==> config.mk <==
export PLATFORM = sky130hd
export DESIGN_NAME = multicycle_controller_flat
export DESIGN_NICKNAME = d
export VERILOG_FILES = /design/src/rtl/ctrl_pkg.sv /design/src/rtl/multicycle_controller_if.sv /design/src/rtl/instret_counter.sv /design/src/rtl/multicycle_controller.sv /design/src/flat_wrapper.sv
export SDC_FILE = /design/constraint.sdc
export NUM_CORES = 1
export LEC_CHECK = 0
export CELL_PAD_IN_SITES_DETAIL_PLACEMENT = 1
export CELL_PAD_IN_SITES_GLOBAL_PLACEMENT = 1
export CORE_MARGIN = 2
export CORE_UTILIZATION = 38
export CTS_CLUSTER_SIZE = 25
export DETAILED_ROUTE_END_ITERATION = 10
export GPL_TIMING_DRIVEN = 0
export PLACE_DENSITY_LB_ADDON = 0.1
export SLEW_MARGIN = 20
export SYNTH_ARGS = -nofsm -noshare
export SYNTH_HDL_FRONTEND = slang
export SYNTH_SLANG_ARGS = --single-unit
==> constraint.sdc <==
create_clock -name clk -period 2.8 [get_ports clk]
set_input_delay 0.56 -clock clk [delete_from_list [all_inputs] [get_ports clk]]
set_output_delay 0.56 -clock clk [all_outputs]
set_load 0.02 [all_outputs]
==> src/rtl/ctrl_pkg.sv <==
// Shared encodings for the multicycle RV32I controller and its datapath.
// ctrl_for() maps each FSM state to the control word that is registered with it.
package ctrl_pkg;

    typedef enum logic [3:0] {
        S_FETCH, S_DECODE, S_MEMADR, S_MEMREAD, S_MEMWB, S_MEMWRITE,
        S_EXECR, S_EXECI, S_ALUWB, S_BEQ, S_JAL, S_TRAP
    } state_t;

    localparam logic [6:0] OP_LW  = 7'b0000011;
    localparam logic [6:0] OP_SW  = 7'b0100011;
    localparam logic [6:0] OP_R   = 7'b0110011;
    localparam logic [6:0] OP_I   = 7'b0010011;
    localparam logic [6:0] OP_BEQ = 7'b1100011;
    localparam logic [6:0] OP_JAL = 7'b1101111;

    localparam logic [1:0] RES_ALUOUT  = 2'b00;
    localparam logic [1:0] RES_MEMDATA = 2'b01;
    localparam logic [1:0] RES_ALURES  = 2'b10;

    localparam logic [1:0] SRCA_PC    = 2'b00;
    localparam logic [1:0] SRCA_OLDPC = 2'b01;
    localparam logic [1:0] SRCA_RS1   = 2'b10;

    localparam logic [1:0] SRCB_RS2  = 2'b00;
    localparam logic [1:0] SRCB_IMM  = 2'b01;
    localparam logic [1:0] SRCB_FOUR = 2'b10;

    localparam logic [1:0] ALUOP_ADD   = 2'b00;
    localparam logic [1:0] ALUOP_SUB   = 2'b01;
    localparam logic [1:0] ALUOP_FUNCT = 2'b10;

    localparam logic [1:0] IMM_I = 2'b00;
    localparam logic [1:0] IMM_S = 2'b01;
    localparam logic [1:0] IMM_B = 2'b10;
    localparam logic [1:0] IMM_J = 2'b11;

    // fetch/jump/branch are qualified later by mem_ready/zero; retire marks write-back states
    typedef struct packed {
        logic       mem_req;
        logic       mem_write;
        logic       adr_src;
        logic       fetch;
        logic       jump;
        logic       branch;
        logic       reg_write;
        logic       retire;
        logic       trap;
        logic [1:0] result_src;
        logic [1:0] alu_src_a;
        logic [1:0] alu_src_b;
        logic [1:0] alu_op;
    } ctrl_t;

    function automatic ctrl_t ctrl_for(state_t s);
        ctrl_t c;
        c = '0;
        case (s)
            S_FETCH: begin
                c.mem_req    = 1'b1;
                c.fetch      = 1'b1;
                c.alu_src_a  = SRCA_PC;
                c.alu_src_b  = SRCB_FOUR;
                c.alu_op     = ALUOP_ADD;
                c.result_src = RES_ALURES;
            end
            S_DECODE: begin
                c.alu_src_a = SRCA_OLDPC;
                c.alu_src_b = SRCB_IMM;
                c.alu_op    = ALUOP_ADD;
            end
            S_MEMADR: begin
                c.alu_src_a = SRCA_RS1;
                c.alu_src_b = SRCB_IMM;
                c.alu_op    = ALUOP_ADD;
            end
            S_MEMREAD: begin
                c.mem_req = 1'b1;
                c.adr_src = 1'b1;
            end
            S_MEMWB: begin
                c.result_src = RES_MEMDATA;
                c.reg_write  = 1'b1;
                c.retire     = 1'b1;
            end
            S_MEMWRITE: begin
                c.mem_req   = 1'b1;
                c.mem_write = 1'b1;
                c.adr_src   = 1'b1;
            end
            S_EXECR: begin
                c.alu_src_a = SRCA_RS1;
                c.alu_src_b = SRCB_RS2;
                c.alu_op    = ALUOP_FUNCT;
            end
            S_EXECI: begin
                c.alu_src_a = SRCA_RS1;
                c.alu_src_b = SRCB_IMM;
                c.alu_op    = ALUOP_FUNCT;
            end
            S_ALUWB: begin
                c.result_src = RES_ALUOUT;
                c.reg_write  = 1'b1;
                c.retire     = 1'b1;
            end
            S_BEQ: begin
                c.alu_src_a  = SRCA_RS1;
                c.alu_src_b  = SRCB_RS2;
                c.alu_op     = ALUOP_SUB;
                c.result_src = RES_ALUOUT;
                c.branch     = 1'b1;
                c.retire     = 1'b1;
            end
            S_JAL: begin
                c.alu_src_a  = SRCA_OLDPC;
                c.alu_src_b  = SRCB_FOUR;
                c.alu_op     = ALUOP_ADD;
                c.result_src = RES_ALUOUT;
                c.jump       = 1'b1;
            end
            S_TRAP: c.trap = 1'b1;
            default: c = '0;
        endcase
        return c;
    endfunction

    function automatic logic [1:0] imm_sel(logic [6:0] op);
        case (op)
            OP_SW:   return IMM_S;
            OP_BEQ:  return IMM_B;
            OP_JAL:  return IMM_J;
            default: return IMM_I;
        endcase
    endfunction

endpackage

==> src/rtl/multicycle_controller_if.sv <==
// Controller <-> datapath/memory control bundle; master is the controller side.
interface multicycle_controller_if #(
    parameter int CNT_W = 32
);
    logic [6:0]       opcode;
    logic             zero;
    logic             mem_ready;
    logic             mem_req;
    logic             mem_write;
    logic             adr_src;
    logic             ir_write;
    logic             pc_write;
    logic             reg_write;
    logic [1:0]       result_src;
    logic [1:0]       alu_src_a;
    logic [1:0]       alu_src_b;
    logic [1:0]       alu_op;
    logic [1:0]       imm_src;
    logic             trap;
    logic [CNT_W-1:0] instret;

    modport master (
        input  opcode, zero, mem_ready,
        output mem_req, mem_write, adr_src, ir_write, pc_write, reg_write,
               result_src, alu_src_a, alu_src_b, alu_op, imm_src, trap, instret
    );

    modport slave (
        output opcode, zero, mem_ready,
        input  mem_req, mem_write, adr_src, ir_write, pc_write, reg_write,
               result_src, alu_src_a, alu_src_b, alu_op, imm_src, trap, instret
    );
endinterface

==> src/rtl/instret_counter.sv <==
// Retired-instruction counter, wraps naturally at 2^CNT_W.
module instret_counter #(
    parameter int CNT_W = 32
) (
    input  logic             clk,
    input  logic             rstn,
    input  logic             inc,
    output logic [CNT_W-1:0] count
);
    logic [CNT_W-1:0] count_q;
    logic [CNT_W-1:0] count_d;

    assign count_d = count_q + CNT_W'(1);

    always_ff @(posedge clk or negedge rstn) begin
        if (!rstn) begin
            count_q <= '0;
        end else if (inc) begin
            count_q <= count_d;
        end
    end

    assign count = count_q;
endmodule

==> src/rtl/multicycle_controller.sv <==
// Multicycle RV32I control FSM: sequences fetch, decode, execute and write-back
// over a shared ALU and a single memory port; sticky trap on illegal opcodes.
module multicycle_controller
    import ctrl_pkg::*;
#(
    parameter int CNT_W = 32
) (
    input  logic                     clk,
    input  logic                     rstn,
    multicycle_controller_if.master  ctl
);
    state_t state_q;
    state_t state_d;
    ctrl_t  ctrl_q;
    logic   req_done;
    logic   retire;

    // A request only completes when it is actually being presented.
    assign req_done = ctrl_q.mem_req & ctl.mem_ready;

    always_comb begin
        state_d = state_q;
        case (state_q)
            S_FETCH:    if (req_done) state_d = S_DECODE;
            S_DECODE: begin
                case (ctl.opcode)
                    OP_LW, OP_SW: state_d = S_MEMADR;
                    OP_R:         state_d = S_EXECR;
                    OP_I:         state_d = S_EXECI;
                    OP_BEQ:       state_d = S_BEQ;
                    OP_JAL:       state_d = S_JAL;
                    default:      state_d = S_TRAP;
                endcase
            end
            S_MEMADR:   state_d = (ctl.opcode == OP_SW) ? S_MEMWRITE : S_MEMREAD;
            S_MEMREAD:  if (req_done) state_d = S_MEMWB;
            S_MEMWRITE: if (req_done) state_d = S_FETCH;
            S_EXECR, S_EXECI, S_JAL:  state_d = S_ALUWB;
            S_MEMWB, S_ALUWB, S_BEQ:  state_d = S_FETCH;
            S_TRAP:     state_d = S_TRAP;
            default:    state_d = S_TRAP;
        endcase
    end

    // Control word is registered alongside the state; reset clears it so every strobe drops at once.
    always_ff @(posedge clk or negedge rstn) begin
        if (!rstn) begin
            state_q <= S_FETCH;
            ctrl_q  <= '0;
        end else begin
            state_q <= state_d;
            ctrl_q  <= ctrl_for(state_d);
        end
    end

    assign ctl.mem_req    = ctrl_q.mem_req;
    assign ctl.mem_write  = ctrl_q.mem_write;
    assign ctl.adr_src    = ctrl_q.adr_src;
    assign ctl.reg_write  = ctrl_q.reg_write;
    assign ctl.result_src = ctrl_q.result_src;
    assign ctl.alu_src_a  = ctrl_q.alu_src_a;
    assign ctl.alu_src_b  = ctrl_q.alu_src_b;
    assign ctl.alu_op     = ctrl_q.alu_op;
    assign ctl.trap       = ctrl_q.trap;
    assign ctl.ir_write   = ctrl_q.fetch & req_done;
    assign ctl.pc_write   = (ctrl_q.fetch & req_done) | ctrl_q.jump | (ctrl_q.branch & ctl.zero);
    assign ctl.imm_src    = imm_sel(ctl.opcode);

    assign retire = ctrl_q.retire | (ctrl_q.mem_write & req_done);

    instret_counter #(
        .CNT_W (CNT_W)
    ) u_instret (
        .clk   (clk),
        .rstn  (rstn),
        .inc   (retire),
        .count (ctl.instret)
    );
endmodule

==> src/flat_wrapper.sv <==
// flat-port wrapper written by rule: the top's interface ports become plain ports
module multicycle_controller_flat import ctrl_pkg::*;
#(
    parameter int CNT_W = 32
)
  (clk, rstn, ctl_opcode, ctl_zero, ctl_mem_ready, ctl_mem_req, ctl_mem_write, ctl_adr_src, ctl_ir_write, ctl_pc_write, ctl_reg_write, ctl_result_src, ctl_alu_src_a, ctl_alu_src_b, ctl_alu_op, ctl_imm_src, ctl_trap, ctl_instret);
  multicycle_controller_if #(.CNT_W(CNT_W)) ctl_i ();
  input  logic clk;
  input  logic rstn;
  input wire logic [$bits(ctl_i.opcode)-1:0] ctl_opcode;
  input wire logic [$bits(ctl_i.zero)-1:0] ctl_zero;
  input wire logic [$bits(ctl_i.mem_ready)-1:0] ctl_mem_ready;
  output wire logic [$bits(ctl_i.mem_req)-1:0] ctl_mem_req;
  output wire logic [$bits(ctl_i.mem_write)-1:0] ctl_mem_write;
  output wire logic [$bits(ctl_i.adr_src)-1:0] ctl_adr_src;
  output wire logic [$bits(ctl_i.ir_write)-1:0] ctl_ir_write;
  output wire logic [$bits(ctl_i.pc_write)-1:0] ctl_pc_write;
  output wire logic [$bits(ctl_i.reg_write)-1:0] ctl_reg_write;
  output wire logic [$bits(ctl_i.result_src)-1:0] ctl_result_src;
  output wire logic [$bits(ctl_i.alu_src_a)-1:0] ctl_alu_src_a;
  output wire logic [$bits(ctl_i.alu_src_b)-1:0] ctl_alu_src_b;
  output wire logic [$bits(ctl_i.alu_op)-1:0] ctl_alu_op;
  output wire logic [$bits(ctl_i.imm_src)-1:0] ctl_imm_src;
  output wire logic [$bits(ctl_i.trap)-1:0] ctl_trap;
  output wire logic [$bits(ctl_i.instret)-1:0] ctl_instret;
  assign ctl_i.opcode = ctl_opcode;
  assign ctl_i.zero = ctl_zero;
  assign ctl_i.mem_ready = ctl_mem_ready;
  assign ctl_mem_req = ctl_i.mem_req;
  assign ctl_mem_write = ctl_i.mem_write;
  assign ctl_adr_src = ctl_i.adr_src;
  assign ctl_ir_write = ctl_i.ir_write;
  assign ctl_pc_write = ctl_i.pc_write;
  assign ctl_reg_write = ctl_i.reg_write;
  assign ctl_result_src = ctl_i.result_src;
  assign ctl_alu_src_a = ctl_i.alu_src_a;
  assign ctl_alu_src_b = ctl_i.alu_src_b;
  assign ctl_alu_op = ctl_i.alu_op;
  assign ctl_imm_src = ctl_i.imm_src;
  assign ctl_trap = ctl_i.trap;
  assign ctl_instret = ctl_i.instret;
  multicycle_controller #(.CNT_W(CNT_W)) u_core (.clk(clk), .rstn(rstn), .ctl(ctl_i));
endmodule
==> flow_metrics.env <==
export IMPL_outcome="finished clean"
export IMPL_vias=1807
export IMPL_route_detailed_drc=0
export IMPL_grt_setup_unrepaired="no"
export IMPL_p_leak_nw=1.53
export IMPL_rows=29
export IMPL_finalSetupViolCount=0
export IMPL_cts_sinks=53
export IMPL_dieWidth_um=85.2
export IMPL_root_buffer="clkbuf_8"
export IMPL_grt_pass1_vias=1926
export IMPL_dp_hpwl_mm=4.01
export IMPL_fin_nets=300
export IMPL_worst_pin_slew_ns=0.668
export IMPL_fin_total_pwr_w=0.00276
export IMPL_synth_fp_nets=234
export IMPL_gr_usage_all_layers_pct=16.4
export IMPL_grt_max_degree=54
export IMPL_holdBufCountCts=0
export IMPL_ios=60
export IMPL_clock_latency_ns=0.30
export IMPL_slew_headroom_pct=55.4
export IMPL_maxCapViolations=0
export IMPL_syn_area_um2=2500
export IMPL_netlist_instances=222
export IMPL_use_met2_pct=24.6
export IMPL_diodes=0
export IMPL_ys_flop_type="dfrtp_1"
export IMPL_ctsResizeCount=0
export IMPL_place_gp_congestion=0.748
export IMPL_max_vdd_ir_drop_mv=0.608
export IMPL_ys_types=48
export IMPL_cts_tree="yes"
export IMPL_async_reset_ff_share_pct=100
export IMPL_period_share_pct=93.4
export IMPL_vias_per_cell=4.94
export IMPL_yosys_warnings=0
export IMPL_port_buffer_count=59
export IMPL_synth_edf_count=0
export IMPL_wire_per_inst_um=15.1
export IMPL_grt_pass1_wl_mm=9.58
export IMPL_final_common_cell="clkdlybuf4s50_1"
export IMPL_slew_violations=0
export IMPL_r2r_slack_ns=0.55
export IMPL_startpoint_type="input pin"
export IMPL_worstPathRequired_ns=2.98
export IMPL_grt_use_met3_pct=3.21
export IMPL_post_cts_setup_buffer_count=0
export IMPL_antenna_found_initial=0
export IMPL_start_util_pct=39.4
export IMPL_hold_path_class="input pin to async pin"
export IMPL_clkSlewWorstSetupHoldPaths_ns=0.10
export IMPL_fin_cells=366
export IMPL_finalHoldViolations=0
export IMPL_htree_num_levels=2
export IMPL_ant_nets=0
export IMPL_synth_area_per_cell_um2=11.3
export IMPL_cts_buffers=5
export IMPL_area_growth_pct=32.4
export IMPL_place_inst=358
export IMPL_fin_crit_ns=2.61
export IMPL_path_class="input pin to flip-flop"
export IMPL_first_pass_iters=4
export IMPL_synth_seq_cells=53
export IMPL_layout_common_cells="56 x clkdlybuf4s50_1, 53 x dfrtp_1, 18 x nand2_1, 18 x xnor2_1, 17 x nor2_1"
export IMPL_ys_seq_area_share_pct=53.0
export IMPL_layout_drive_gt1_share_pct=12.8
export IMPL_end_kind="flip-flop"
export IMPL_grtUsageMet1_pct=25.0
export IMPL_grt_busiest_layer="met1"
export IMPL_die_height_um=85.2
export IMPL_cp_max_fo=10
export IMPL_routed_wl_mm=5.54
export IMPL_power_density_nw_per_um2=834
export IMPL_fin_skew_ns=0.00964
export IMPL_drtIter0Drc=51
export IMPL_die_area_um2=7250
export IMPL_fmax_mhz=382
export IMPL_arrival_ns=2.79
export IMPL_grt_ovfl_total=0
export IMPL_clockBufferDepth=2
export IMPL_core_area_um2=6350
## final timing paths
| check | start | depth (start not counted) | to |
|---|---|---|---|
| hold / removal | rstn | 1 | u_core.u_instret.count[19]$_DFFE_PN0P_ |
| max in group asynchronous | rstn | 1 | u_core.u_instret.count[9]$_DFFE_PN0P_ |
| hold reg to reg | u_core.u_instret.count[31]$_DFFE_PN0P_ | 1 | u_core.u_instret.count[31]$_DFFE_PN0P_ |
| setup reg to reg | u_core.state_q[0]$_DFF_PN0_ | 8 | u_core.ctl.alu_src_a[1]$_DFF_PN0_ |
| setup / recovery | ctl_opcode[2] | 8 | u_core.ctl.alu_src_a[1]$_DFF_PN0_ |
| min in group clk | u_core.u_instret.count[31]$_DFFE_PN0P_ | 1 | u_core.u_instret.count[31]$_DFFE_PN0P_ |
## report_power, final
| group | leakage [nW] | switching [W] | internal, W |
|---|---|---|---|
| Combinational | 0.758 | 0.000669 | 0.000535 |
| Clock | 0.0574 | 0.000255 | 0.000291 |
| Sequential | 0.711 | 0.000102 | 0.000912 |
| Total | 1.53 | 0.00103 | 0.00174 |
## through the flow
stage | instance area [µm²] | utilization (%) | setup WS [ns] | hold slack, ns | TNS, ns
2_1_floorplan | 2500 | - | 0.450 | 0.264 | 0
3_3_place_gp | 3190 | 50.2 | -0.430 | 0.466 | -22.72
3_5_place_dp | 3190 | 50.2 | -0.143 | 0.462 | -0.231
4_1_cts | 3310 | 52.1 | 0.00284 | 0.303 | 0
5_1_grt | 3310 | 52.2 | 0.0373 | 0.321 | 0
6_report | 3310 | 52.2 | 0.186 | 0.270 | 0
## critical path: stages
cell and delay, ns:
clkdlybuf4s50_1 0.49, and4bb_2 0.37, a21bo_1 0.16, o221ai_2 0.14, a211oi_4 0.38, inv_4 0.13
and3_4 0.21, or3_1 0.37
## layout make-up
type | count | area [µm²]
plain buffers | 13 | 85.1
clock buffers | 6 | 82.6
clock inverters | 2 | 37.5
fillers | 690 | 3040
inverters | 5 | 21.3
multi-input cells | 151 | 1070
flip-flops and latches | 53 | 1330
well taps | 77 | 96.3
repair buffers | 59 | 593
## routing by layer
layer	vias to the layer above	wire length (µm)
li1	896	-
met1	872	2840
met2	37	2500
met3	2	190
met4	0	8
met5	-	0
## synthesized netlist by cell type, drive strengths merged (2+ instances only)
master	number	share of area, %
a211o	2	0.70
a21oi	7	1.9
a22oi	2	0.60
a31o	2	0.70
and2	4	1.0
and3	9	2.5
and4	4	1.4
buf	13	3.4
dfrtp	53	53
inv	5	0.85
nand2	18	2.7
nand3	9	1.8
nand4	9	2.2
nor2	17	2.5
nor2b	5	1.3
nor3	3	1.3
nor4	4	1.3
nor4b	2	1.3
o21ai	2	0.40
or2	3	0.75
or3	3	0.75
xnor2	18	6.3
xor2	14	4.9
## sequential cells by signal, indices dropped and copies added, names as in the netlist
name and flops:
u_core.ctrl_q 4, u_core.u_instret.count 32, u_core.ctl.alu_src_b 2, u_core.ctl.mem_req 1, u_core.ctl.alu_src_a 2, u_core.ctl.mem_write 1, u_core.ctl.result_src 2, u_core.ctl.adr_src 1
u_core.state_q 4, u_core.ctl.reg_write 1, u_core.ctl.alu_op 2, u_core.ctl.trap 1
## cell families (layout without fill, tap and decap cells)
logic type / after synthesis / in the layout / synth area share (%)
and+or+nand+nor: 93 / 93 / 22.5
DFF: 53 / 53 / 53.0
xor gates and xnor gates: 32 / 32 / 11.2
AOI/OAI and AO/OA: 24 / 24 / 8.10
buffers and inverters: 18 / 85 / 4.25
adders and majority gates: 1 / 1 / 0.500
muxes: 1 / 1 / 0.450
(Power assumes the default switching activity.)
